$ cat src/rtl/m_bcd_conv_seq_if.sv
// Handshake bundle for the sequential binary-to-BCD converter: request side
// (in_valid/in_ready/bin) and result side (out_valid/out_ready/bcd/ovf/lz_mask).
interface m_bcd_conv_seq_if #(
  parameter int unsigned BIN_W  = 8,
  parameter int unsigned DIGITS = 3
);
  logic                  in_valid;
  logic                  in_ready;
  logic [BIN_W-1:0]      bin;
  logic                  busy;
  logic                  out_valid;
  logic                  out_ready;
  logic [4*DIGITS-1:0]   bcd;
  logic                  ovf;
  logic [DIGITS-1:0]     lz_mask;

  modport master (
    output in_valid, bin, out_ready,
    input  in_ready, busy, out_valid, bcd, ovf, lz_mask
  );

  modport slave (
    input  in_valid, bin, out_ready,
    output in_ready, busy, out_valid, bcd, ovf, lz_mask
  );
endinterface

$ cat src/rtl/m_bcd_conv_seq.sv
// Iterative double-dabble binary-to-BCD converter, one input bit per clock,
// with valid/ready on both sides, sticky overflow and a leading-zero mask.
module m_bcd_conv_seq #(
  parameter int unsigned BIN_W  = 8,
  parameter int unsigned DIGITS = 3
) (
  input  logic             clk,
  input  logic             rst_n,
  m_bcd_conv_seq_if.slave  bus
);
  localparam int unsigned CNT_W = $clog2(BIN_W + 1);
  localparam int unsigned BCD_W = 4 * DIGITS;

  typedef enum logic [1:0] {IDLE, SHIFT, DONE} state_t;

  state_t             state_q, state_d;
  logic [BIN_W-1:0]   sr_q, sr_d;
  logic [BCD_W-1:0]   acc_q, acc_d;
  logic [CNT_W-1:0]   cnt_q, cnt_d;
  logic               acc_ovf_q, acc_ovf_d;
  logic [BCD_W-1:0]   bcd_q, bcd_d;
  logic               ovf_q, ovf_d;
  logic               out_valid_q, out_valid_d;

  logic [BCD_W-1:0]   adj;
  logic [BCD_W-1:0]   acc_shift;
  logic               ovf_bit;
  logic [DIGITS-1:0]  lz;

  // Add-3 correction on every digit in parallel before the shift.
  always_comb begin
    adj = acc_q;
    for (int unsigned i = 0; i < DIGITS; i++) begin
      if (acc_q[4*i +: 4] >= 4'd5) adj[4*i +: 4] = acc_q[4*i +: 4] + 4'd3;
    end
  end

  assign acc_shift = {adj[BCD_W-2:0], sr_q[BIN_W-1]};
  assign ovf_bit   = adj[BCD_W-1];

  always_comb begin
    state_d   = state_q;
    sr_d      = sr_q;
    acc_d     = acc_q;
    cnt_d     = cnt_q;
    acc_ovf_d = acc_ovf_q;
    bcd_d     = bcd_q;
    ovf_d     = ovf_q;
    unique case (state_q)
      IDLE: begin
        if (bus.in_valid) begin
          state_d   = SHIFT;
          sr_d      = bus.bin;
          acc_d     = '0;
          acc_ovf_d = 1'b0;
          cnt_d     = CNT_W'(BIN_W);
        end
      end
      SHIFT: begin
        sr_d      = sr_q << 1;
        acc_d     = acc_shift;
        acc_ovf_d = acc_ovf_q | ovf_bit;
        cnt_d     = cnt_q - CNT_W'(1);
        if (cnt_q == CNT_W'(1)) begin
          state_d = DONE;
          bcd_d   = acc_shift;
          ovf_d   = acc_ovf_q | ovf_bit;
        end
      end
      DONE: begin
        if (bus.out_ready) state_d = IDLE;
      end
      default: state_d = IDLE;
    endcase
    out_valid_d = (state_d == DONE);
  end

  always_ff @(posedge clk or negedge rst_n) begin
    if (!rst_n) begin
      state_q     <= IDLE;
      sr_q        <= '0;
      acc_q       <= '0;
      cnt_q       <= '0;
      acc_ovf_q   <= 1'b0;
      bcd_q       <= '0;
      ovf_q       <= 1'b0;
      out_valid_q <= 1'b0;
    end else begin
      state_q     <= state_d;
      sr_q        <= sr_d;
      acc_q       <= acc_d;
      cnt_q       <= cnt_d;
      acc_ovf_q   <= acc_ovf_d;
      bcd_q       <= bcd_d;
      ovf_q       <= ovf_d;
      out_valid_q <= out_valid_d;
    end
  end

  // Scan from the top digit down; a bit stays set while everything above is zero.
  always_comb begin
    logic zero_above;
    lz         = '0;
    zero_above = 1'b1;
    for (int unsigned k = 0; k < DIGITS; k++) begin
      zero_above              = zero_above && (bcd_q[4*(DIGITS-1-k) +: 4] == 4'd0);
      lz[DIGITS-1-k]          = zero_above;
    end
    lz[0] = 1'b0;
  end

  assign bus.in_ready  = (state_q == IDLE);
  assign bus.busy      = (state_q == SHIFT);
  assign bus.out_valid = out_valid_q;
  assign bus.bcd       = bcd_q;
  assign bus.ovf       = ovf_q;
  assign bus.lz_mask   = lz;
endmodule
$ cat src/flat_wrapper.sv
// flat-port wrapper written by rule: the top's interface ports become plain ports
module m_bcd_conv_seq_flat 
#(
  parameter int unsigned BIN_W  = 8,
  parameter int unsigned DIGITS = 3
)
  (clk, rst_n, bus_in_valid, bus_bin, bus_out_ready, bus_in_ready, bus_busy, bus_out_valid, bus_bcd, bus_ovf, bus_lz_mask);
  m_bcd_conv_seq_if #(.BIN_W(BIN_W), .DIGITS(DIGITS)) bus_i ();
  input  logic clk;
  input  logic rst_n;
  input wire logic [$bits(bus_i.in_valid)-1:0] bus_in_valid;
  input wire logic [$bits(bus_i.bin)-1:0] bus_bin;
  input wire logic [$bits(bus_i.out_ready)-1:0] bus_out_ready;
  output wire logic [$bits(bus_i.in_ready)-1:0] bus_in_ready;
  output wire logic [$bits(bus_i.busy)-1:0] bus_busy;
  output wire logic [$bits(bus_i.out_valid)-1:0] bus_out_valid;
  output wire logic [$bits(bus_i.bcd)-1:0] bus_bcd;
  output wire logic [$bits(bus_i.ovf)-1:0] bus_ovf;
  output wire logic [$bits(bus_i.lz_mask)-1:0] bus_lz_mask;
  assign bus_i.in_valid = bus_in_valid;
  assign bus_i.bin = bus_bin;
  assign bus_i.out_ready = bus_out_ready;
  assign bus_in_ready = bus_i.in_ready;
  assign bus_busy = bus_i.busy;
  assign bus_out_valid = bus_i.out_valid;
  assign bus_bcd = bus_i.bcd;
  assign bus_ovf = bus_i.ovf;
  assign bus_lz_mask = bus_i.lz_mask;
  m_bcd_conv_seq #(.BIN_W(BIN_W), .DIGITS(DIGITS)) u_core (.clk(clk), .rst_n(rst_n), .bus(bus_i));
endmodule
$ cat config.mk
export PLATFORM = sky130hd
export DESIGN_NAME = m_bcd_conv_seq_flat
export DESIGN_NICKNAME = d
export VERILOG_FILES = /design/src/rtl/m_bcd_conv_seq_if.sv /design/src/rtl/m_bcd_conv_seq.sv /design/src/flat_wrapper.sv
export SDC_FILE = /design/constraint.sdc
export NUM_CORES = 1
export LEC_CHECK = 0
export ABC_CLOCK_PERIOD_IN_PS = 4200
export CORE_MARGIN = 2
export CORE_UTILIZATION = 45
export DETAILED_ROUTE_END_ITERATION = 12
export PLACE_DENSITY = 0.65
export SETUP_SLACK_MARGIN = 0.05
export SLEW_MARGIN = 0
export SYNTH_ARGS = -nofsm -noshare
export SYNTH_HDL_FRONTEND = slang
export SYNTH_SLANG_ARGS = --single-unit
export TNS_END_PERCENT = 20
$ cat constraint.sdc
create_clock -name clk -period 4.2 [get_ports clk]
set_clock_uncertainty 0.05 [all_clocks]
set_input_delay 1.26 -clock clk [delete_from_list [all_inputs] [get_ports clk]]
set_output_delay 1.26 -clock clk [all_outputs]
set_load 0.05 [all_outputs]
# Word-level counts from Yosys, hierarchy flattened

Cells that the tools add are included.

Flip-flop bits (word level): 41
Word-level logic and storage cells: 43
Input port bits: 12
Output and inout port bits: 19

Bitwise logic cells: 1
Multiplexer cells: 15
Add/subtract/negate cells: 4
Equality and inequality tests: 5
Reduce and logical (&&, ||, !) cells: 7
$lt $le $gt $ge: 3

Operators by type and width:

| cell                                                 | count |
|---|---|
| one-hot mux 12 bit (2 select lines)                  | 1 |
| 2-to-1 mux 4 bit                                     | 4 |
| one-hot mux 8 bit (2 select lines)                   | 1 |
| adder 4 x 2 -> 4 bit (second input constant)         | 3 |
| >= comparator 4 x 3 -> 1 bit (second input constant) | 3 |
| 2-to-1 mux 12 bit                                    | 1 |
| zero test 4 bit                                      | 2 |
| 2-to-1 mux 8 bit                                     | 1 |
| one-hot mux 4 bit (2 select lines)                   | 1 |
| 2-to-1 mux 2 bit                                     | 3 |
| one-hot mux 2 bit (3 select lines)                   | 1 |
| equality test 2 bit (second input constant)          | 2 |
| equality test 4 x 1 -> 1 bit (second input constant) | 1 |
| AND reduction 2 bit                                  | 2 |
| subtractor 4 x 1 -> 4 bit (second input constant)    | 1 |
| equality test 2 x 1 -> 1 bit (second input constant) | 1 |
| zero test 2 bit                                      | 1 |
| != test 2 bit (second input constant)                | 1 |
| one-hot mux 1 bit (2 select lines)                   | 1 |
| nonzero test 2 bit                                   | 1 |
| logical AND 1 bit                                    | 1 |
| 2-to-1 mux 1 bit                                     | 1 |
| OR 1 bit                                             | 1 |

# Longest topological paths before layout

Word-level depth: 4
Depth in mapped cells: 7
Mapped depth without buffers: 6

# Least setup slack after synthesis

OpenSTA, ideal clock, no wires.

Kind: register -> output
Start: reg u_core.bcd_q[9] (netlist: u_core.bus.bcd[9])
End: out bus_lz_mask[1]
Slack: 0.076 ns
Cell stages (with the launch flop): 3
Data required time: 2.890 ns
Arrival: 2.814 ns
Path through: dfrtp_1 -> nor4_1 -> and2_1

Word-level cells in the longest chain between the ends: 2

RTL lines:

| element                | RTL line              | source |
|---|---|---|
| start, declared        | m_bcd_conv_seq.sv:21  | `logic [BCD_W-1:0] bcd_q, bcd_d;` |
| start signal, assigned | m_bcd_conv_seq.sv:85  | `bcd_q <= '0;` |
| start signal, assigned | m_bcd_conv_seq.sv:94  | `bcd_q <= bcd_d;` |
| zero test 4 bit        | m_bcd_conv_seq.sv:106 | `zero_above = zero_above && (bcd_q[4*(DIGITS-1-k) +: 4] == 4'd0);` |
| net bus_lz_mask[2]     | flat_wrapper.sv:19    | `output wire logic [$bits(bus_i.lz_mask)-1:0] bus_lz_mask;` |
| logical AND 1 bit      | m_bcd_conv_seq.sv:106 |  |
| end, declared          | flat_wrapper.sv:19    |  |

The timed path passes the listed nets, and every way through them passes these cells.

# Final worst setup path

Start: reg u_core.state_q[0]
End: out bus_busy

Word-level cells in the longest chain between the ends: 1

RTL lines:

| element                      | RTL line              | source |
|---|---|---|
| start, declared              | m_bcd_conv_seq.sv:16  | `state_t state_q, state_d;` |
| start signal, assigned       | m_bcd_conv_seq.sv:89  | `state_q <= state_d;` |
| equality test 2 x 1 -> 1 bit | m_bcd_conv_seq.sv:113 | `assign bus.busy = (state_q == SHIFT);` |
| end, declared                | flat_wrapper.sv:15    | `output wire logic [$bits(bus_i.busy)-1:0] bus_busy;` |

No other way between the ends.

==> summary.txt <==
crit-path leading delay family - buffers and inverters
initial antenna violation count - 0
fin. max-slew vios - 0
HP Start - u_core.bus.bcd[1]
final worst slack - 719.6 ps
worst hold endpoint - u_core.bus.bcd[1]
area of the multi-input gates - 959.7 sq um
Hold Crit Depth - 2
root buf cell - clkbuf_8
worst stage delay on the critical path - 830 ps
Synth Instances - 212
GR Overflow Total - 0
CP max FO - 16
post_cts resized - 0
CP required - 2890 ps
worst r2r path cells - 4
WL final - 3958 um
vias in the first global route - 1480
RR Startpoint - u_core.state_q[1]
TritonCTS sink count - 41
Cell Rows - 24
final period utilization - 82.87%
dpl hpwl - 2778 um
Initial Utilization - 47.31%
setup slack after placement - 1016 ps
post-layout minimum cycle time - 3480 ps
Pwr Density - 871.9 nW/um^2
hold crit path type - flop to flop
Core Util, Final - 55.78%
CTS Buf Count - 5
Die W - 72.12 um
drt wl/cell - 13.65 um
Tot GR Track Use - 17.17%
Syn. warnings - 0
Buffers on Ports - 29
RePlAce Congestion - 0.7901
Tot Pwr - 2.147 mW
post-synth cell types - 33
Die Ht - 72.12 um
kind of critical path - flop to output pin
CP max-delay cell - clkdlybuf4s50_1
Ant. Diodes - 0
sequential-to-total area share from yosys stat - 49.13%
CP arrival - 2170 ps
critical path capture point type - output pin
ratio of cells with drive above 1 in the final layout - 11.34%
DRC Markers - 0
synth-to-layout area growth - 17.91%
Routed Antenna Nets - 0
CP Launch Type - flop
worst rel slew slack - 40.69%
NumNets Final - 258
Seq cells post-synth - 41
die area - 5201 sq um
setup TNS - 0 ps
Post-CTS Setup Bufs - 0
worst-margin pin slew - 889.7 ps
CTS tree - yes
RSZ-0062 raised after global routing - false
Max Freq - 287.3 MHz
Buf/Inv on CP - 2
Final Hold Viols - 0
Post-Syn Nets - 232
FF-to-FF End - u_core.bus.bcd[0]
first-pass GRT wire length - 6955 um
Pleak - 1.065 nW
status - complete, no violations
Vias - 1526
H-tree levels - 2
Clock Path Buffers - 2
fill cell count - 403
largest net degree at the start of global routing - 42
Reg area - 1026 sq um
Reg2Reg Setup Slack - 2410 ps
clock insertion delay at the later pin of the skew report - 290 ps
Max Cap Viol - 0
hold_buf cts - 0
Mapped Area - 2088 sq um
drt initial violations - 83
Max IR drop VDD - 385.8 uV
First-pass DRT Iterations - 4
Syn Area/Cell - 9.850 sq um
Vias/cell - 5.262
worst-path cell chain - nand2b_4 > inv_4 > clkdlybuf4s50_1
IO Count - 31
clock slew seen by the registers of the worst setup and hold paths - 70 ps
final setup fails - 0
Core Area - 4414 sq um
[worst max path at each step]
stage | start | endpoint | cells past startpoint
2_1_floorplan | u_core.bus.bcd[9] | bus_lz_mask[1] | 2
3_3_place_gp | u_core.state_q[0] | bus_busy | 3
3_5_place_dp | u_core.state_q[0] | bus_busy | 3
4_1_cts | u_core.state_q[0] | bus_busy | 3
5_1_grt | u_core.state_q[0] | bus_busy | 3
6_report | u_core.state_q[0] | bus_busy | 3
[flip-flops by register name, summed over array words and instances, names as in the netlist]
signal,count
u_core.acc_q,12
u_core.bus.bcd,12
u_core.sr_q,8
u_core.cnt_q,4
u_core.state_q,2
u_core.acc_ovf_q,1
u_core.bus.out_valid,1
u_core.bus.ovf,1
[cells by family after synthesis]
family                     share of synthesized area, %
DFF                                               49.13
AOI/OAI and AO/OA                                 19.83
buffers and inverters                             4.913
adders and majority gates                         4.793
and+or+nand+nor                                   16.84
other                                            0.1796
xor gates and xnor gates                          1.258
muxes                                             3.056
[stage by stage]
step | hold slack [ps] | area (sq um) | instances
finish | 429.4 | 2462 | 290
global route | 460.8 | 2462 | 290
CTS | 436.3 | 2462 | 290
detailed placement | 421.5 | 2376 | 283
global placement | 424.3 | 2376 | 283
floorplan | 416.2 | 2088 | 212
[cell usage in the layout (no fill, tap or decap), types with 4 or more instances in the layout]
cell type        netlist  routed
a21oi_1               18      18
a22oi_1                7       7
clkbuf_8               0       6
clkdlybuf4s50_1        0      28
dfrtp_1               41      41
ha_1                   8       8
inv_1                  9       9
nand2_1               28      28
nor2_1                 4       4
nor2b_1               10      10
nor3_1                 4       4
nor3b_1                6       6
o21ai_0               29      29
o21ai_2                7       7
[synth_stat cells]
cell	count	share of area, %
nand3_1	3	0.72
nor2b_1	10	3.0
mux2_2	3	1.6
o21ai_0	29	7.0
buf_6	1	0.54
inv_4	1	0.30
o21ai_1	2	0.48
dfrtp_1	41	49
clkbuf_1	3	0.54
a22oi_1	7	2.5
mux2_4	2	1.4
nor3_1	4	0.96
a21oi_1	18	4.3
nor4_1	2	0.60
nand2b_4	1	0.66
inv_1	9	1.6
o21ai_2	7	2.9
nand3b_1	1	0.36
nand2b_1	3	0.90
o21bai_2	1	0.54
ha_1	8	4.8
nor3b_1	6	2.2
buf_4	4	1.4
a22o_1	2	0.84
conb_1	1	0.18
xnor2_1	3	1.3
nor3b_4	1	0.90
nand2_1	28	5.0
buf_2	2	0.48
nor2_1	4	0.72
nand2_4	1	0.54
a21oi_2	3	1.3
and2_1	1	0.30
[where the power goes]
group / internal (mW) / switching [mW]
Combinational: 0.439 / 0.711
Sequential: 0.565 / 0.173
Clock: 0.130 / 0.129
[area by class of cell]
cell class              count  area share (%)
well taps                  52           2.642
clock buffers               7           3.506
flip-flops and latches     41           41.67
repair buffers             29           11.59
inverters                  10           1.626
multi-input cells         151           38.97
[worst reg2reg max path, stage by stage, from the launching register on]
cell,delay [ps]
dfrtp_1,600
nand2b_4,320
inv_4,110
nand2_4,270
mux2_4,340
[per-layer routing]
layer / vias up / share of wire [%] / routed length [um] / track usage [%]
li1: 778 / - / - / -
met1: 724 / 49 / 1944 / 24.34
met2: 18 / 46 / 1819 / 25.08
met3: 6 / 3.4 / 133 / 5.000
met4: 0 / 1.5 / 61 / 6.289
met5: - / 0 / 0 / 0
Note: power is estimated with default switching activity, not from simulation.
